===== src/rtl/frame_rx.sv =====
// -----------------------------------------------------------------------------
// frame_rx : receive-side deframer for a byte-wide txd/tx_en stream.
//
// Strips 0x55 preamble and 0xD5 SFD, forwards the frame data bytes with
// sop/eop framing, checks the IEEE 802.3 CRC32 FCS and the body length, and
// keeps saturating good/bad frame counters.
//
// Ports
//   clk, rst      : rising-edge clock, synchronous active-high reset
//   txd, tx_en    : incoming byte and frame-active qualifier
//   out_data      : forwarded data byte (0 when out_valid=0)
//   out_valid     : out_data valid, one cycle per byte
//   out_sop       : first data byte of the frame
//   out_eop       : last data byte of the frame
//   frame_done    : one-cycle end-of-frame status pulse
//   frame_ok      : with frame_done, 1 = frame had no error
//   err_code      : with frame_done, 0 OK, 1 CRC, 2 RUNT, 3 GIANT, 4 BAD_PRE
//   frm_cnt       : good-frame count, saturating at 0xFFFF
//   err_cnt       : bad-frame count, saturating at 0xFFFF
// -----------------------------------------------------------------------------
module frame_rx #(
  parameter int PRE_MIN = 2,
  parameter int MIN_LEN = 64,
  parameter int MAX_LEN = 1518
) (
  input  logic        clk,
  input  logic        rst,
  input  logic [7:0]  txd,
  input  logic        tx_en,
  output logic [7:0]  out_data,
  output logic        out_valid,
  output logic        out_sop,
  output logic        out_eop,
  output logic        frame_done,
  output logic        frame_ok,
  output logic [2:0]  err_code,
  output logic [15:0] frm_cnt,
  output logic [15:0] err_cnt
);

  localparam logic [3:0]  PRE_M = 4'(PRE_MIN);
  localparam logic [10:0] MIN_L = 11'(MIN_LEN);
  localparam logic [10:0] MAX_L = 11'(MAX_LEN);

  localparam logic [2:0] E_OK    = 3'd0;
  localparam logic [2:0] E_CRC   = 3'd1;
  localparam logic [2:0] E_RUNT  = 3'd2;
  localparam logic [2:0] E_GIANT = 3'd3;
  localparam logic [2:0] E_PRE   = 3'd4;

  typedef enum logic [1:0] {IDLE, PRE, BODY, DROP} state_t;

  state_t state, state_nx;
  logic [3:0] pre_cnt, pre_cnt_nx;

  // Delay line: dl[4] is the newest byte, dl[0] the oldest once 5 are held.
  // Holding back 5 bytes means that when tx_en drops, dl[0] is the last data
  // byte and dl[1..4] are the FCS in arrival order.
  logic [4:0][7:0] dl;
  logic [10:0]     len;      // body bytes seen (data + FCS), saturating
  logic [31:0]     crc;      // running CRC over bytes already forwarded
  logic            first;    // next forwarded byte is byte 0 of the frame

  // Control decoded by the FSM
  logic       shift;         // accept txd into the delay line
  logic       clr;           // flush line/len/crc at frame start and end
  logic       emit;          // forward dl[0] this edge
  logic       eop;           // forwarded byte is the last data byte
  logic       done;          // end-of-frame status this edge
  logic [2:0] code;

  logic        full;
  logic [31:0] crc_in;       // crc with dl[0] folded in
  logic [31:0] fcs_rx;

  function automatic logic [31:0] crc_byte(input logic [31:0] c,
                                           input logic [7:0]  d);
    logic [31:0] r;
    r = c ^ {24'h0, d};
    for (int i = 0; i < 8; i++)
      r = r[0] ? ((r >> 1) ^ 32'hEDB88320) : (r >> 1);
    return r;
  endfunction

  assign full   = (len >= 11'd5);
  assign crc_in = crc_byte(crc, dl[0]);
  assign fcs_rx = {dl[4], dl[3], dl[2], dl[1]};

  // ---------------------------------------------------------------------------
  // FSM state register
  // ---------------------------------------------------------------------------
  always_ff @(posedge clk) begin
    if (rst) begin
      state   <= IDLE;
      pre_cnt <= 4'd0;
    end else begin
      state   <= state_nx;
      pre_cnt <= pre_cnt_nx;
    end
  end

  // ---------------------------------------------------------------------------
  // FSM next state / control
  // ---------------------------------------------------------------------------
  always_comb begin
    state_nx   = state;
    pre_cnt_nx = pre_cnt;
    shift      = 1'b0;
    clr        = 1'b0;
    emit       = 1'b0;
    eop        = 1'b0;
    done       = 1'b0;
    code       = E_OK;

    unique case (state)
      IDLE: begin
        if (tx_en) begin
          if (txd == 8'h55) begin
            state_nx   = PRE;
            pre_cnt_nx = 4'd1;
          end else begin
            state_nx = DROP;
          end
        end
      end

      PRE: begin
        if (!tx_en) begin
          state_nx = IDLE;
          done     = 1'b1;
          code     = E_PRE;
        end else if (txd == 8'h55) begin
          pre_cnt_nx = (pre_cnt == 4'hF) ? pre_cnt : pre_cnt + 4'd1;
        end else if (txd == 8'hD5 && pre_cnt >= PRE_M) begin
          state_nx = BODY;
          clr      = 1'b1;
        end else begin
          state_nx = DROP;
        end
      end

      DROP: begin
        if (!tx_en) begin
          state_nx = IDLE;
          done     = 1'b1;
          code     = E_PRE;
        end
      end

      BODY: begin
        if (tx_en) begin
          shift = 1'b1;
          emit  = full;            // line full: oldest byte leaves
        end else begin
          state_nx = IDLE;
          clr      = 1'b1;
          done     = 1'b1;
          emit     = full;
          eop      = full;
          if (!full)
            code = E_RUNT;         // nothing but FCS bytes (or less)
          else if (len > MAX_L)
            code = E_GIANT;
          else if (len < MIN_L)
            code = E_RUNT;
          else if (~crc_in != fcs_rx)
            code = E_CRC;
        end
      end

      default: state_nx = IDLE;
    endcase
  end

  // ---------------------------------------------------------------------------
  // Datapath, registered outputs and counters
  // ---------------------------------------------------------------------------
  always_ff @(posedge clk) begin
    if (rst) begin
      dl         <= '0;
      len        <= '0;
      crc        <= 32'hFFFFFFFF;
      first      <= 1'b1;
      out_data   <= '0;
      out_valid  <= 1'b0;
      out_sop    <= 1'b0;
      out_eop    <= 1'b0;
      frame_done <= 1'b0;
      frame_ok   <= 1'b0;
      err_code   <= '0;
      frm_cnt    <= '0;
      err_cnt    <= '0;
    end else begin
      out_valid  <= emit;
      out_data   <= emit ? dl[0] : 8'h00;
      out_sop    <= emit & first;
      out_eop    <= eop;
      frame_done <= done;
      frame_ok   <= done && (code == E_OK);
      err_code   <= done ? code : E_OK;

      if (emit) begin
        crc   <= crc_in;
        first <= 1'b0;
      end

      if (shift) begin
        dl <= {txd, dl[4:1]};
        if (len != 11'h7FF)
          len <= len + 11'd1;
      end

      // Placed after the updates above so a flush wins at eop.
      if (clr) begin
        dl    <= '0;
        len   <= '0;
        crc   <= 32'hFFFFFFFF;
        first <= 1'b1;
      end

      if (frame_done && frame_ok && frm_cnt != 16'hFFFF)
        frm_cnt <= frm_cnt + 16'd1;
      if (frame_done && !frame_ok && err_cnt != 16'hFFFF)
        err_cnt <= err_cnt + 16'd1;
    end
  end

endmodule


===== config.mk =====
export PLATFORM = sky130hd
export DESIGN_NAME = frame_rx
export DESIGN_NICKNAME = d
export VERILOG_FILES = /design/src/rtl/frame_rx.sv
export SDC_FILE = /design/constraint.sdc
export NUM_CORES = 1
export LEC_CHECK = 0
export CAP_MARGIN = 10
export CORE_MARGIN = 4
export CORE_UTILIZATION = 35
export CTS_BUF_LIST = sky130_fd_sc_hd__clkbuf_4 sky130_fd_sc_hd__clkbuf_8
export DETAILED_ROUTE_END_ITERATION = 12
export PLACE_DENSITY = 0.53
export REMOVE_ABC_BUFFERS = 1
export SKIP_CTS_REPAIR_TIMING = 1
export SYNTH_ARGS = -nofsm -noshare
export SYNTH_HDL_FRONTEND = slang
export SYNTH_SLANG_ARGS = --single-unit

===== constraint.sdc =====
create_clock -name clk -period 5.3 [get_ports clk]
set_clock_uncertainty 0.15 [all_clocks]
set_input_delay 1.06 -clock clk [delete_from_list [all_inputs] [get_ports clk]]
set_output_delay 1.06 -clock clk [all_outputs]
set_load 0.02 [all_outputs]

# Yosys cells after proc, flatten, opt, wreduce, memory -nomap -nowiden
# Index checks and enable logic that the tools add are counted.
[classes]
add_sub_neg = 4
multipliers = 0
n_div = 0
n_lt_le_gt_ge = 4
eq_ne = 17
shifts = 0
mux = 37
n_bitwise = 14
n_reduce_logical = 20
[op_table]
columns = ["cell", "n"]
rows = [
  ["2-to-1 mux 32 bit", 8],
  ["inverter 13 -> 14 bit", 8],
  ["adder 16 x 1 -> 16 bit, second input constant", 2],
  ["inequality test 16 bit, second input constant", 2],
  ["inequality test 32 bit", 1],
  ["inverter 32 bit", 1],
  ["bitwise XOR 32 x 8 -> 32 bit", 1],
  ["2-to-1 mux 4 bit", 5],
  ["2-to-1 mux 2 bit", 9],
  ["inequality test 2 bit, second input constant", 6],
  ["adder 11 x 1 -> 11 bit, second input constant", 1],
  ["greater-or-equal comparator 11 x 3 -> 1 bit, second input constant", 1],
  ["> comparator 11 bit, second input constant", 1],
  ["less-than comparator 11 x 7 -> 1 bit, second input constant", 1],
  ["inequality test 11 bit, second input constant", 1],
  ["2-to-1 mux 1 bit", 10],
  ["OR reduction 2 bit", 5],
  ["== test 8 x 7 -> 1 bit, second input constant", 1],
  ["== test 8 bit, second input constant", 1],
  ["case mux 4 bit (2 select lines)", 1],
  ["logical AND 1 bit", 6],
  ["case mux 2 bit (3 select lines)", 1],
  ["case mux 3 bit (2 select lines)", 1],
  ["AND reduction 6 bit", 1],
  ["17 further kinds", 21],
]
[totals]
ff_bits = 138
latchBits = 0
ramBits = 0
mem_bits_ro = 0
inputBits = 11
word_cells = 115
n_memories = 0

# Logic depth before layout (Yosys ltp)
[logic_depth]
word_depth = 27
mapped_depth = 11

# Worst setup path after synthesis
# OpenSTA, ideal clock, no wires.
[synth_path]
kind = "reg2reg"
from = "register crc[6]"
to = "register err_code[0]"
setup_time_ns = 0.115
t_arrival_ns = 2.523
path_slack_ns = 2.512
stages_incl_launch_ff = 9
path_buffers = 0
path_cell_list = "dfxtp_1 > xnor2_2 > xor2_2 > xor2_1 > or3_1 > a2111oi_4 > nand4_1 > or4_1 > and3_1"
[synth_between]
elab_chain_len = 19
[synth_lines]
columns = ["item", "line", "text"]
rows = [
  ["start: declaration", "61", "logic [31:0] crc;"],
  ["start signal: assignment", "203", "crc <= crc_in;"],
  ["bitwise XOR 32 x 8 -> 32 bit *", "79", "r = c ^ {24'h0, d};"],
  ["inverter 13 -> 14 bit (no line)", "-", ""],
  ["2-to-1 mux 32 bit * (7 in a row)", "81", "r = r[0] ? ((r >> 1) ^ 32'hEDB88320) : (r >> 1);"],
  ["inverter 13 -> 14 bit (no line)", "-", ""],
  ["2-to-1 mux 32 bit *", "81", ""],
  ["inverter 32 bit *", "166", "else if (~crc_in != fcs_rx)"],
  ["inequality test 32 bit *", "166", ""],
  ["2-to-1 mux 1 bit *", "166", ""],
  ["2-to-1 mux 2 bit *", "164", "else if (len < MIN_L)"],
  ["2-to-1 mux 2 bit *", "162", "else if (len > MAX_L)"],
  ["2-to-1 mux 2 bit *", "160", "if (!full)"],
  ["2-to-1 mux 2 bit *", "151", "if (tx_en) begin"],
  ["case mux 3 bit (2 select lines) *", "115", "unique case (state)"],
  ["end signal: assignment", "200", "err_code <= done ? code : E_OK;"],
  ["end: declaration", "36", "output logic [2:0] err_code,"],
]
# Every way passes the cells marked *; elsewhere a longest branch is shown, timed or not.
# A chain may end at the register's enable or synchronous reset.

# Final worst setup path
# Ends and elaborated chain as after synthesis.

==> tab_implementation.tex <==
\begin{tabular}{lr}
\hline
Metric & Value \\
\hline
\multicolumn{2}{l}{\textbf{Timing}} \\
Hold Violations, Final & 0 \\
Highest Clock Rate & 0.304 GHz \\
Final min period & 3.29 ns \\
Worst-Margin Slew & 0.851 ns \\
Crit share post-route & 62.1\% \\
Total negative slack for setup checks & 0 ns \\
Least setup slack across all paths after layout & 2.01 ns \\
Number of slew-limit violations in the final report & 0 \\
Final number of setup-violating endpoints & 0 \\
RSZ-0062 raised after global routing & no \\
Worst rel slew slack & 43.0\% \\
\multicolumn{2}{l}{\textbf{Final layout}} \\
Most frequent cells in the layout & sky130\_fd\_sc\_hd\_\_nand2\_1, sky130\_fd\_sc\_hd\_\_dfxtp\_1, sky130\_fd\_sc\_hd\_\_nor2\_1 \\
Number of diodes & 0 \\
Most common library cell in the layout ignoring fill and taps & sky130\_fd\_sc\_hd\_\_nand2\_1 \\
Final std cells w/o fill & 1,085 \\
Synthesis-to-layout area growth & 18.5\% \\
Fraction of final layout cells sized beyond drive strength 1 & 7.76\% \\
Core utilization of the finished layout & 42.7\% \\
\# nets final & 835 \\
\multicolumn{2}{l}{\textbf{Synth}} \\
Top\_reg\_cell synth & sky130\_fd\_sc\_hd\_\_dfxtp\_1 \\
Distinct cell type count of the synthesized netlist & 54 \\
Total of warnings raised by yosys & 0 \\
Synthesized cell area & 6860 µm² \\
Avg Inst Size Synth & 9.03 µm² \\
Seq cells post-synth & 138 \\
Number of enable flip-flop cells after synthesis & 0 \\
Asr flop ratio synth & 0\% \\
Cell count after synthesis & 760 \\
Sequential area share after synthesis & 40.3\% \\
\multicolumn{2}{l}{\textbf{Floorplanning}} \\
Std-Cell Rows & 50 \\
Die ar. & 21,900 µm² \\
Vert. Die Dim & 148 µm \\
Starting Density & 36.1\% \\
DIE WIDTH & 148 µm \\
Core footprint & 19,000 µm² \\
Top Ports & 59 \\
\multicolumn{2}{l}{\textbf{Clocking}} \\
Worst skew pair latency & 0.44 ns \\
H-Tree Level Count & 4 \\
Clock edge transition at the registers on the reported setup and hold paths & 0.08 ns \\
Clock Sink Count & 138 \\
Clock tree from TritonCTS & done \\
CTS Buf Count & 17 \\
Clock root buffer master & sky130\_fd\_sc\_hd\_\_clkbuf\_8 \\
Maximum buffer depth of the clock tree & 2 \\
\multicolumn{2}{l}{\textbf{Placed design}} \\
Final weighted congestion of routability-driven global placement & 0.838 \\
Instance count after placement with tap cells included & 1,053 \\
Worst setup slack before clock tree synthesis & 1.67 ns \\
Detailed placer's ending HPWL & 11,200 µm \\
\# port buffers & 58 \\
\multicolumn{2}{l}{\textbf{Worst setup path}} \\
Logic depth of the worst register-to-register path & 8 \\
R2R Path End & err\_code[0]\$\_SDFF\_PP0\_ \\
Launch instance of the worst register-to-register path & crc[6]\$\_SDFFE\_PP1P\_ \\
Register-to-register path setup slack & 2.01 ns \\
Cell with the most instances on the worst path & sky130\_fd\_sc\_hd\_\_nand2\_1 \\
Element type at the critical path end & register \\
Kind of launch point of the worst setup path & register \\
Ordered list of cells on the worst path & xnor2\_2 > xnor2\_4 > xor2\_1 > nand2\_1 > mux2i\_1 > nand2\_1 > or4\_1 > and3\_1 \\
Critical Path Start & crc[6]\$\_SDFFE\_PP1P\_ \\
CP required & 5.49 ns \\
Critical path arrival & 3.48 ns \\
Slowest cell on the critical path & sky130\_fd\_sc\_hd\_\_xnor2\_2 \\
Critical Path End & err\_code[0]\$\_SDFF\_PP0\_ \\
Max incr delay on CP & 0.69 ns \\
Worst-path fanout max & 7 \\
Critical Setup Path Class & register to register \\
\multicolumn{2}{l}{\textbf{GRT}} \\
Number of antenna violations at the first check in global routing & 0 \\
Maximum number of pins on one net before global-route repair & 52 \\
Wire length of the first global-routing pass & 26,000 µm \\
GR Util All Layers & 14.7\% \\
Total congestion overflow after global routing & 0 \\
Via count of the first global-routing pass & 5,083 \\
\multicolumn{2}{l}{\textbf{Hold path}} \\
Class of the tightest hold or removal check & register to register \\
\multicolumn{2}{l}{\textbf{Status}} \\
Run status & complete, no violations \\
\multicolumn{2}{l}{\textbf{Power}} \\
Total power divided by cell area & 274 nW/µm² \\
Maximum vdd ir drop & 0.149 mV \\
Static Leakage & 3.02 nW \\
\multicolumn{2}{l}{\textbf{Drt}} \\
Iter 0 DRT Violations & 196 \\
First-pass DRT Iterations & 4 \\
Post-route ant nets & 0 \\
Remaining design rule violation count & 0 \\
Total wirelength of the detailed-routed design & 15,700 µm \\
Detail-routed via count per cell & 4.84 \\
Average detailed-routed wire length per instance & 14.5 µm \\
Overall via count from detail\_route & 5,247 \\
\multicolumn{2}{l}{\textbf{Job}} \\
Number of maximum-capacitance violations & 0 \\
\hline
\end{tabular}
where the power goes:
group	total (mW)	internal, mW	switching, mW
clock	0.911	0.508	0.403
combinational	0.239	0.0791	0.160
sequential	1.08	1.06	0.0230
through the flow:
step / area [µm²] / hold slack, ns / total power [mW]
3_3_place_gp: 7700 / 0.274 / 1.34
5_1_grt: 8130 / 0.327 / 2.34
2_1_floorplan: 6750 / 0.265 / 1.25
4_1_cts: 8130 / 0.294 / 2.26
3_5_place_dp: 7700 / 0.282 / 1.34
6_report: 8130 / 0.292 / 2.23
worst max-delay path, delay by kind of cell, from the launching register on:
kind	cells	cell delay, ns
xor+xnor	3	1.56
simple gates	4	1.00
flops	1	0.34
mux	1	0.15
worst min path at each step:
stage                  startpoint                 end  slack [ns]  cells past startpoint
2_1_floorplan  first$_SDFFE_PP1P_  first$_SDFFE_PP1P_        0.27                      2
6_report       first$_SDFFE_PP1P_  first$_SDFFE_PP1P_        0.29                      2
5_1_grt        first$_SDFFE_PP1P_  first$_SDFFE_PP1P_        0.33                      2
4_1_cts        first$_SDFFE_PP1P_  first$_SDFFE_PP1P_        0.29                      2
3_3_place_gp   first$_SDFFE_PP1P_  first$_SDFFE_PP1P_        0.27                      2
3_5_place_dp   first$_SDFFE_PP1P_  first$_SDFFE_PP1P_        0.28                      2
cell usage after synthesis, drive strengths merged (2+ instances only):
cell     instances  area share (%)
a311oi           2            0.26
nor3             8            0.66
xnor3            6             2.0
dfxtp          138              40
a41o             2            0.29
nand4b           3            0.38
clkbuf          30             1.6
nand4           14             1.3
nor2b            3            0.27
a21oi           50             3.6
ha              12             2.2
nor2            74             4.0
inv             11            0.60
o211ai          25             2.7
o21ai            2            0.15
a41oi            2            0.26
a211oi           3            0.33
a31oi            3            0.27
xnor2           71              12
and4             3            0.40
nand2          147             8.0
xor2            69             9.7
or3              5            0.46
and2            16             1.5
nor4             2            0.18
mux2i           16             2.4
nand3           18             1.3
a2111oi          2            0.62
and3             7            0.64
layout make-up:
class / instances / area, µm²
clock inverters: 10 / 141
multi-input cells: 580 / 3950
repair buffers: 64 / 626
clock buffers: 22 / 284
well taps: 260 / 325
flip-flops and latches: 138 / 2760
fillers: 1909 / 10900
inverters: 11 / 41.3
sequential cells by signal, summed over array words and instances, names as in the netlist:
name and flops:
crc 32, dl 40, err_cnt 16, err_code 3
first 1, frame_done 1, frame_ok 1, frm_cnt 16
len 11, out_data 8, out_eop 1, out_sop 1
out_valid 1, pre_cnt 4, state 2
kinds of logic (layout without fill, tap and decap cells):
group                    Yosys count  after routing  synth area share [%]
multiplexers                      16             16                  2.39
flip-flops                       138            138                  40.3
AND/OR/NAND/NOR                  304            304                  19.6
AO/OA/AOI/OAI                    101            101                  9.77
buffers and inverters             42            107                  2.30
adder cells (fa/ha/maj)           12             12                  2.19
XOR/XNOR                         147            147                  23.5
layer usage:
metal,share of wire (%),global-route usage (%)
met5,0,0
met4,1.4,4.76
met3,2.9,2.97
met2,47,23.9
met1,48,19.7
No activity file was read; power rests on OpenSTA's default activity.
